===== config.mk =====
export PLATFORM = sky130hd
export DESIGN_NAME = data_access_unit
export DESIGN_NICKNAME = d
export VERILOG_FILES = /design/src/rtl/data_access_unit.sv
export SDC_FILE = /design/constraint.sdc
export NUM_CORES = 1
export LEC_CHECK = 0
export ABC_AREA = 1
export CORE_MARGIN = 2
export CORE_UTILIZATION = 46
export CTS_CLUSTER_SIZE = 30
export DETAILED_ROUTE_END_ITERATION = 8
export HOLD_SLACK_MARGIN = 0.12
export PLACE_DENSITY = 0.78
export SLEW_MARGIN = 40
export SYNTH_ARGS = -nofsm -noshare
export SYNTH_HDL_FRONTEND = slang
export SYNTH_SLANG_ARGS = --single-unit

===== constraint.sdc =====
create_clock -name clk -period 6.79 [get_ports clk]
set_clock_uncertainty 0.1 [all_clocks]
set_input_delay 1.6975 -clock clk [delete_from_list [all_inputs] [get_ports clk]]
set_output_delay 1.6975 -clock clk [all_outputs]
set_load 0.01 [all_outputs]

===== src/rtl/data_access_unit.sv =====
// Load/store sequencer between execute and the data memory: single LDR/STR and block LDM/STM,
// registered memory request outputs, load extension and register-file writeback.
module data_access_unit #(
   parameter int unsigned ADDR_WIDTH = 32
) (
   input  logic                  clk,
   input  logic                  reset,
   input  logic                  req,
   input  logic                  op_load,
   input  logic [1:0]            op_size,
   input  logic                  op_signed,
   input  logic                  op_block,
   input  logic                  op_up,
   input  logic [3:0]            rd,
   input  logic [ADDR_WIDTH-1:0] base_addr,
   input  logic [15:0]           reg_list,
   input  logic [ADDR_WIDTH-1:0] st_data,
   output logic [3:0]            rf_raddr,
   input  logic [ADDR_WIDTH-1:0] rf_rdata,
   output logic [ADDR_WIDTH-1:0] MADD,
   output logic [ADDR_WIDTH-1:0] MDATA,
   output logic [1:0]            mem_type,
   output logic                  RW,
   input  logic [ADDR_WIDTH-1:0] MDOUT,
   output logic                  busy,
   output logic                  done,
   output logic                  align_fault,
   output logic                  wb_en,
   output logic [3:0]            wb_addr,
   output logic [ADDR_WIDTH-1:0] wb_data,
   output logic [ADDR_WIDTH-1:0] next_base
);

   typedef enum logic [1:0] {StIdle, StXfer, StFinish} state_e;

   localparam logic [ADDR_WIDTH-1:0] WordStep = ADDR_WIDTH'(4);

   state_e                  state_q;
   logic [15:0]             regs_q;
   logic [3:0]              cur_q;
   logic [3:0]              rd_q;
   logic                    load_q;
   logic                    signed_q;
   logic                    block_q;
   logic [1:0]              size_q;
   logic [ADDR_WIDTH-1:0]   nb_q;

   logic [4:0]              req_count;
   logic [3:0]              req_first;
   logic [3:0]              rem_first;
   logic [ADDR_WIDTH-1:0]   offset;
   logic [ADDR_WIDTH-1:0]   start_addr;
   logic [ADDR_WIDTH-1:0]   end_base;
   logic                    single_mis;
   logic                    block_mis;

   function automatic logic [3:0] lowest_set(input logic [15:0] v);
      logic [3:0] idx;
      idx = 4'd0;
      for (int i = 15; i >= 0; i--) begin
         if (v[i]) idx = 4'(i);
      end
      return idx;
   endfunction

   function automatic logic [4:0] popcount(input logic [15:0] v);
      logic [4:0] c;
      c = 5'd0;
      for (int i = 0; i < 16; i++) begin
         c = c + 5'(v[i]);
      end
      return c;
   endfunction

   function automatic logic [ADDR_WIDTH-1:0] extend(input logic [ADDR_WIDTH-1:0] d,
                                                    input logic [1:0] sz, input logic sgn);
      logic [ADDR_WIDTH-1:0] r;
      case (sz)
         2'b00:   r = d;
         2'b01:   r = {{(ADDR_WIDTH-16){sgn & d[15]}}, d[15:0]};
         default: r = {{(ADDR_WIDTH-8){sgn & d[7]}}, d[7:0]};
      endcase
      return r;
   endfunction

   assign req_count  = popcount(reg_list);
   assign req_first  = lowest_set(reg_list);
   assign rem_first  = lowest_set(regs_q);
   assign offset     = {{(ADDR_WIDTH-7){1'b0}}, req_count, 2'b00};
   assign end_base   = op_up ? base_addr + offset : base_addr - offset;
   // Decrement-before starts at the lowest address, which is also the final base.
   assign start_addr = op_up ? base_addr : base_addr - offset;
   assign single_mis = ((op_size == 2'b00) && (base_addr[1:0] != 2'b00)) ||
                       ((op_size == 2'b01) && base_addr[0]);
   assign block_mis  = base_addr[1:0] != 2'b00;

   always_comb begin
      rf_raddr = req_first;
      if (state_q == StXfer) rf_raddr = rem_first;
   end

   always_ff @(posedge clk) begin
      if (reset) begin
         state_q     <= StIdle;
         regs_q      <= '0;
         cur_q       <= '0;
         rd_q        <= '0;
         load_q      <= 1'b0;
         signed_q    <= 1'b0;
         block_q     <= 1'b0;
         size_q      <= '0;
         nb_q        <= '0;
         MADD        <= '0;
         MDATA       <= '0;
         mem_type    <= '0;
         RW          <= 1'b0;
         busy        <= 1'b0;
         done        <= 1'b0;
         align_fault <= 1'b0;
         wb_en       <= 1'b0;
         wb_addr     <= '0;
         wb_data     <= '0;
         next_base   <= '0;
      end else begin
         case (state_q)
            StIdle: begin
               done        <= 1'b0;
               align_fault <= 1'b0;
               wb_en       <= 1'b0;
               busy        <= 1'b0;
               if (req) begin
                  if (!op_block) begin
                     if (single_mis) begin
                        state_q     <= StFinish;
                        busy        <= 1'b1;
                        done        <= 1'b1;
                        align_fault <= 1'b1;
                        next_base   <= base_addr;
                     end else begin
                        state_q  <= StXfer;
                        busy     <= 1'b1;
                        MADD     <= base_addr;
                        mem_type <= op_size;
                        RW       <= ~op_load;
                        MDATA    <= st_data;
                        load_q   <= op_load;
                        signed_q <= op_signed;
                        size_q   <= op_size;
                        block_q  <= 1'b0;
                        rd_q     <= rd;
                        regs_q   <= '0;
                        cur_q    <= '0;
                        nb_q     <= base_addr;
                     end
                  end else if (block_mis || (req_count == 5'd0)) begin
                     state_q     <= StFinish;
                     busy        <= 1'b1;
                     done        <= 1'b1;
                     align_fault <= block_mis;
                     next_base   <= base_addr;
                  end else begin
                     state_q  <= StXfer;
                     busy     <= 1'b1;
                     MADD     <= start_addr;
                     mem_type <= 2'b00;
                     RW       <= ~op_load;
                     MDATA    <= rf_rdata;
                     load_q   <= op_load;
                     signed_q <= 1'b0;
                     size_q   <= 2'b00;
                     block_q  <= 1'b1;
                     rd_q     <= rd;
                     cur_q    <= req_first;
                     regs_q   <= reg_list & (reg_list - 16'd1);
                     nb_q     <= end_base;
                  end
               end
            end
            StXfer: begin
               wb_en <= load_q;
               if (load_q) begin
                  wb_addr <= block_q ? cur_q : rd_q;
                  wb_data <= extend(MDOUT, size_q, signed_q);
               end
               if (regs_q != 16'd0) begin
                  MADD   <= MADD + WordStep;
                  cur_q  <= rem_first;
                  regs_q <= regs_q & (regs_q - 16'd1);
                  if (!load_q) MDATA <= rf_rdata;
               end else begin
                  state_q   <= StFinish;
                  RW        <= 1'b0;
                  done      <= 1'b1;
                  next_base <= nb_q;
               end
            end
            StFinish: begin
               state_q     <= StIdle;
               busy        <= 1'b0;
               done        <= 1'b0;
               align_fault <= 1'b0;
               wb_en       <= 1'b0;
            end
            default: state_q <= StIdle;
         endcase
      end
   end

endmodule


# After elaboration in Yosys (flattened, before gate mapping)
# Cells that the tools add are included.
[totals] wordCells=191 in_bits=157 out_inout_bits=143 regBits=200
[op_classes] n_addsub=20 reduce_logical=23 n_bitwise=5 mux=110 n_eq_ne=14
[ops] cell="$mux 32" n=20
[ops] cell="$pmux 32 s2" n=4
[ops] cell="$mux 4" n=42
[ops] cell="$mux 16" n=5
[ops] cell="$add 5x1->5" n=11
[ops] cell="$add 32x3->32 const B" n=1
[ops] cell="$add 32x7->32" n=1
[ops] cell="$and 16x16->16" n=2
[ops] cell="$pmux 16 s2" n=1
[ops] cell="$sub 16x1->16 const B" n=2
[ops] cell="$sub 32x7->32" n=1
[ops] cell="$mux 1" n=23
[ops] cell="$mux 2" n=8
[ops] cell="$reduce_bool 16->1" n=1
[ops] cell="$reduce_and 5->1" n=3
[ops] cell="$ne 3x3->1 const B" n=4
[ops] cell="$ne 2x2->1 const B" n=5
[ops] cell="$pmux 1 s2" n=4
[ops] cell="$pmux 4 s2" n=1
[ops] cell="$reduce_bool 2->1" n=4
[ops] cell="$eq 2x1->1 const B" n=3
[ops] cell="$logic_not 2->1" n=3
[ops] cell="$reduce_and 2->1" n=3
[ops] cell="$reduce_and 6->1" n=1
[ops] cell="16 further kinds" n=19

# Logic depth before layout (Yosys ltp)
[logic_depth] depth_word=21 ltp_mapped=30 ltp_nobuf=29

# Worst setup path after synthesis
# OpenSTA, ideal clock, no wires.
[synth_path] kind="input -> register" startpoint="input reg_list[5]" endpoint="register nb_q[26]" cell_stages=25 setup_slack_ns=0.338 t_required_ns=6.575 arrival_time_ns=6.238 path_cell_list="inv_1 > fa_1 > inv_1 > fa_1 > fa_1 > inv_1 > fa_1 > inv_1 > ha_1 > fa_1 > inv_1 > fa_1 > nand3_1 > nand2_1 > nand2_1 > nand2_2 > nor2_4 > nand2_2 > nor2_4 > nand2_2 > nor2_4 > nand2_1 > nand3_2 > nand2_1 > o21ba_1"
[synth_via] elab_chain_len=15 elab_cells_between_ends=20 cone_classes="add/sub (13); eq/ne (1); mux (3); reduce/logical (3)"
[synth_lines] item="from (decl)" line_no="16" rtl="input logic [15:0] reg_list,"
[synth_lines] item="$add 5x1->5 * (11 in a row)" line_no="70" rtl="c = c + 5'(v[i]);"
[synth_lines] item="$sub 32x7->32, or another cell as far along" line_no="90" rtl="assign end_base = op_up ? base_addr + offset : base_addr - offset;"
[synth_lines] item="$mux 32 / $logic_or 1x1->1 (equally long branches)" line_no="90, 155"
[synth_lines] item="$mux 32 / $ne 2x2->1 (equally long branches)"
[synth_lines] item="$mux 32 / $reduce_and 4->1 (equally long branches)"
[synth_lines] item="to (signal assigned)" line_no="153" rtl="nb_q <= base_addr;"
[synth_lines] item="to (signal assigned)" line_no="175" rtl="nb_q <= end_base;"
[synth_lines] item="to (decl)" line_no="46" rtl="logic [ADDR_WIDTH-1:0] nb_q;"
# Mark *: on every way between the ends. The rest lies on a longest branch, timed or not. The select of a mux whose other input is x is not followed.
# A chain may end at the register's enable or synchronous reset.

# Final worst setup path
[layout_path] startpoint="input reg_list[1]" endpoint="register nb_q[19]"
[layout_via] elab_chain_len=19 elab_cells_between_ends=24 cone_classes="add/sub (17); eq/ne (1); mux (3); reduce/logical (3)"
[layout_lines] item="$add 1x1->2 *" line_no="70"
[layout_lines] item="$add 2x1->3 *" line_no="70"
[layout_lines] item="$add 3x1->4 *" line_no="70"
[layout_lines] item="$add 4x1->5 *" line_no="70"
[layout_lines] item="$add 5x1->5 * (11 in a row)" line_no="70"
[layout_lines] item="$sub 32x7->32, or another cell as far along" line_no="90"
[layout_lines] item="$mux 32 / $logic_or 1x1->1 (equally long branches)" line_no="90, 155"
[layout_lines] item="$mux 32 / $ne 2x2->1 (equally long branches)"
[layout_lines] item="$mux 32 / $reduce_and 4->1 (equally long branches)"
# Marks and branches as above.

==> impl_metrics.csv <==
group,metric,value,unit
outcome,status,"finished clean",
final_layout,syn2layout_area_growth,36.0,%
timing,rsz0062_at_grt,"false",
setup_path,critPathMaxStageDelay,550,ps
setup_path,path_max_fanout,5,
timing,finalCriticalPeriod,6550,ps
global_routing,grt_max_degree,90,
synth,async_flop_share,0,%
worst_hold_path,min_from,"MDATA[8]",
cts,ctsLongestPathBuffers,2,
place,finalWeightedCongestion,0.955,
pwr,power.switching,2820,uW
pwr,ir_drop,0.000220,V
detailed_routing,firstDrtPassIters,6,
setup_path,crit_required,7070,ps
floorplan,die_x,168,um
cts,clock_sinks,199,
synth,synth_top_area_cell,"dfxtp_1",
synth,syn_nets,2028,
pwr,leakage,0.00697,uW
floorplan,initial_core_util,47.1,%
synth,synth_edf_count,0,
global_routing,antenna_found_initial,0,
pwr,p_per_area,385,nW/um^2
timing,worstMarginPinSlew,775,ps
worst_hold_path,hold_class,"reg -> reg",
synth,synth_seq_area_share,32.3,%
setup_path,r2r_end,"wb_data[12]",
synth,syn-cell-area,12300,um^2
cts,htree_levels,4,
worst_hold_path,whs_path_depth,2,
place,dp_hpwl,31.8,mm
job,max_cap_viol_count,0,
synth,ys.flop_type,"dfxtp_1",
final_layout,mostFrequentLayoutCells,"nand2_1 (330), clkdlybuf4s50_1 (291), inv_1 (214), o21ai_0 (211), dfxtp_1 (199)",
cts,path_clk_slew,80,ps
floorplan,chipHeight,168,um
detailed_routing,drc_errors,0,
pwr,p_clk_share,16.2,%
timing,hold_viol,0,
final_layout,nNetsFinal,2319,
synth,synth_top_area_share,32.3,%
cts,ctsHoldBuffers,0,
global_routing,overflow,0,
setup_path,crit_path_end_kind,"flip-flop",
worst_hold_path,hold_end,"MDATA[8]",
floorplan,ios,300,
pwr,p_comb_share,54.7,%
synth,synth_area_leaders,"dfxtp_1 (32%), nand2_1 (10%), o21ai_0 (8.6%)",
pwr,pwr-share-seq,29.1,%
timing,max_freq,153,MHz
final_layout,drive_gt1_share,10.0,%
synth,avgSynthCellArea,6.72,um^2
setup_path,critPathKind,"in -> reg",
cts,root_buffer,"clkbuf_16",
floorplan,core,26200,um^2
timing,slew-limit-headroom,47.8,%
detailed_routing,wire_per_inst,17.7,um
synth,synth_warnings,0,
global_routing,grt_pass1_vias,13000,
synth,syn_inst,1836,
setup_path,cp-start-kind,"input pin",
detailed_routing,antenna_left,0,
setup_path,reg2reg_slack,3150,ps
global_routing,track_usage,30.3,%
timing,period_share,96.5,%
timing,drv_slew,0,
synth,ys_ff_latch,199,
pwr,p_int,3630,uW
timing,setup_viol,0,
floorplan,std_cell_rows,59,
place,port_buffers,299,
detailed_routing,vias,13900,
pwr,swShare,43.7,%
global_routing,grt_pass1_wl,68.9,mm
setup_path,worst-r2r-cell-count,10,
final_layout,insertedDiodeCount,0,
floorplan,dieArea,28200,um^2
setup_path,cp_slowest_cell,"fa_1",
setup_path,arrival,6830,ps
cts,cts_buffers,17,
detailed_routing,routed_via_density,5.64,
cts,tritoncts,"yes",
final_layout,final_common_cell,"nand2_1",
pwr,finalPower,6460,uW
setup_path,r2r_start,"state_q[1]",
synth,synth.distinct_cells,62,
detailed_routing,wl,43.9,mm
detailed_routing,drt-initial-drc-count,1350,
setup_path,crit_top_cell,"fa_1",
cts,clock_latency,450,ps
timing,fin_setup_tns,0,ps
logic make-up (layout without fill, tap and decap cells):
logic type / count (synthesis) / in the layout / share of synthesized area, %
simple gates: 666 / 666 / 24.0
mux: 9 / 9 / 0.821
buf+inv: 340 / 644 / 11.0
xor+xnor: 21 / 21 / 1.55
compound gates: 566 / 566 / 26.1
flops: 199 / 199 / 32.3
fa+ha+maj: 35 / 35 / 4.28
metal layers:
metal,track usage [%],wire length [um],vias to the layer above,part of all wire (%)
li1,-,-,6732,-
met1,39.6,18400,6458,42
met2,49.5,20100,627,46
met3,4.72,3250,131,7.4
met4,14.2,2170,0,4.9
met5,0,0,-,0
power by group through the flow:
stage          clock [uW]  combinational [uW]  sequential, uW
2_1_floorplan           0                1850            1920
3_3_place_gp            0                3380            1880
3_5_place_dp            0                3410            1880
4_1_cts              1060                3440            1870
5_1_grt              1110                3890            1920
6_report             1040                3530            1880
sequential cells by signal, summed over array words and instances (netlist names):
signal / cells
MADD: 32
MDATA: 32
RW: 1
align_fault: 1
block_q: 1
busy: 1
cur_q: 4
done: 1
load_q: 1
nb_q: 32
next_base: 32
rd_q: 4
regs_q: 15
signed_q: 1
size_q: 2
state_q: 2
wb_addr: 4
wb_data: 32
wb_en: 1
layout make-up:
class	count	area, um^2
clock inverter	14	173
tap	335	419
timing repair buffer	382	3750
multi-input combinational	1297	7140
fill	2346	9430
sequential	199	3980
clock buffer	18	439
inverter	230	866
synth_stat cells (12+ instances only):
master / instances
ha_1: 23
nor2_1: 141
inv_1: 219
a21oi_1: 198
a31oi_1: 38
fa_1: 12
xor2_1: 18
o21ai_0: 213
dfxtp_1: 199
a21o_1: 25
nand4_1: 26
o211ai_1: 40
nand2_1: 333
nand3_1: 85
clkbuf_1: 61
buf_2: 35
nor3_1: 30
critical path, delay by kind of cell:
family,cells,cell delay (ps)
buffers and inverters,8,1090
AO/OA/AOI/OAI,3,340
adder cells (fa/ha/maj),7,2900
AND/OR/NAND/NOR,7,780
per-stage QoR:
stage / instance area (um^2) / cells / setup slack, ps / util [%] / hold slack [ps]
floorplan: 12300 / 1836 / 338 / - / 324
global placement: 16000 / 2436 / -421 / 60.9 / 332
detailed placement: 16000 / 2436 / -467 / 60.9 / 337
CTS: 16600 / 2469 / 10.9 / 63.3 / 349
global route: 16800 / 2475 / 5.18 / 64.0 / 368
finish: 16800 / 2475 / 238 / 64.0 / 347
what timing repair did:
action                                  CTS  global route
buffers inserted                          1             6
pin swaps                                 1            18
endpoints found under the setup margin    7            47
gates resized for setup                   2            33
how the worst max path moves through the flow:
stage	from	end	slack (ps)
floorplan	reg_list[5]	nb_q[26]	340
global placement	reg_list[5]	MADD[24]	-420
detailed placement	reg_list[5]	nb_q[25]	-470
CTS	reg_list[5]	MADD[28]	10
global route	reg_list[1]	MADD[28]	5
finish	reg_list[1]	nb_q[19]	240
No activity file was read; power rests on OpenSTA's default activity.
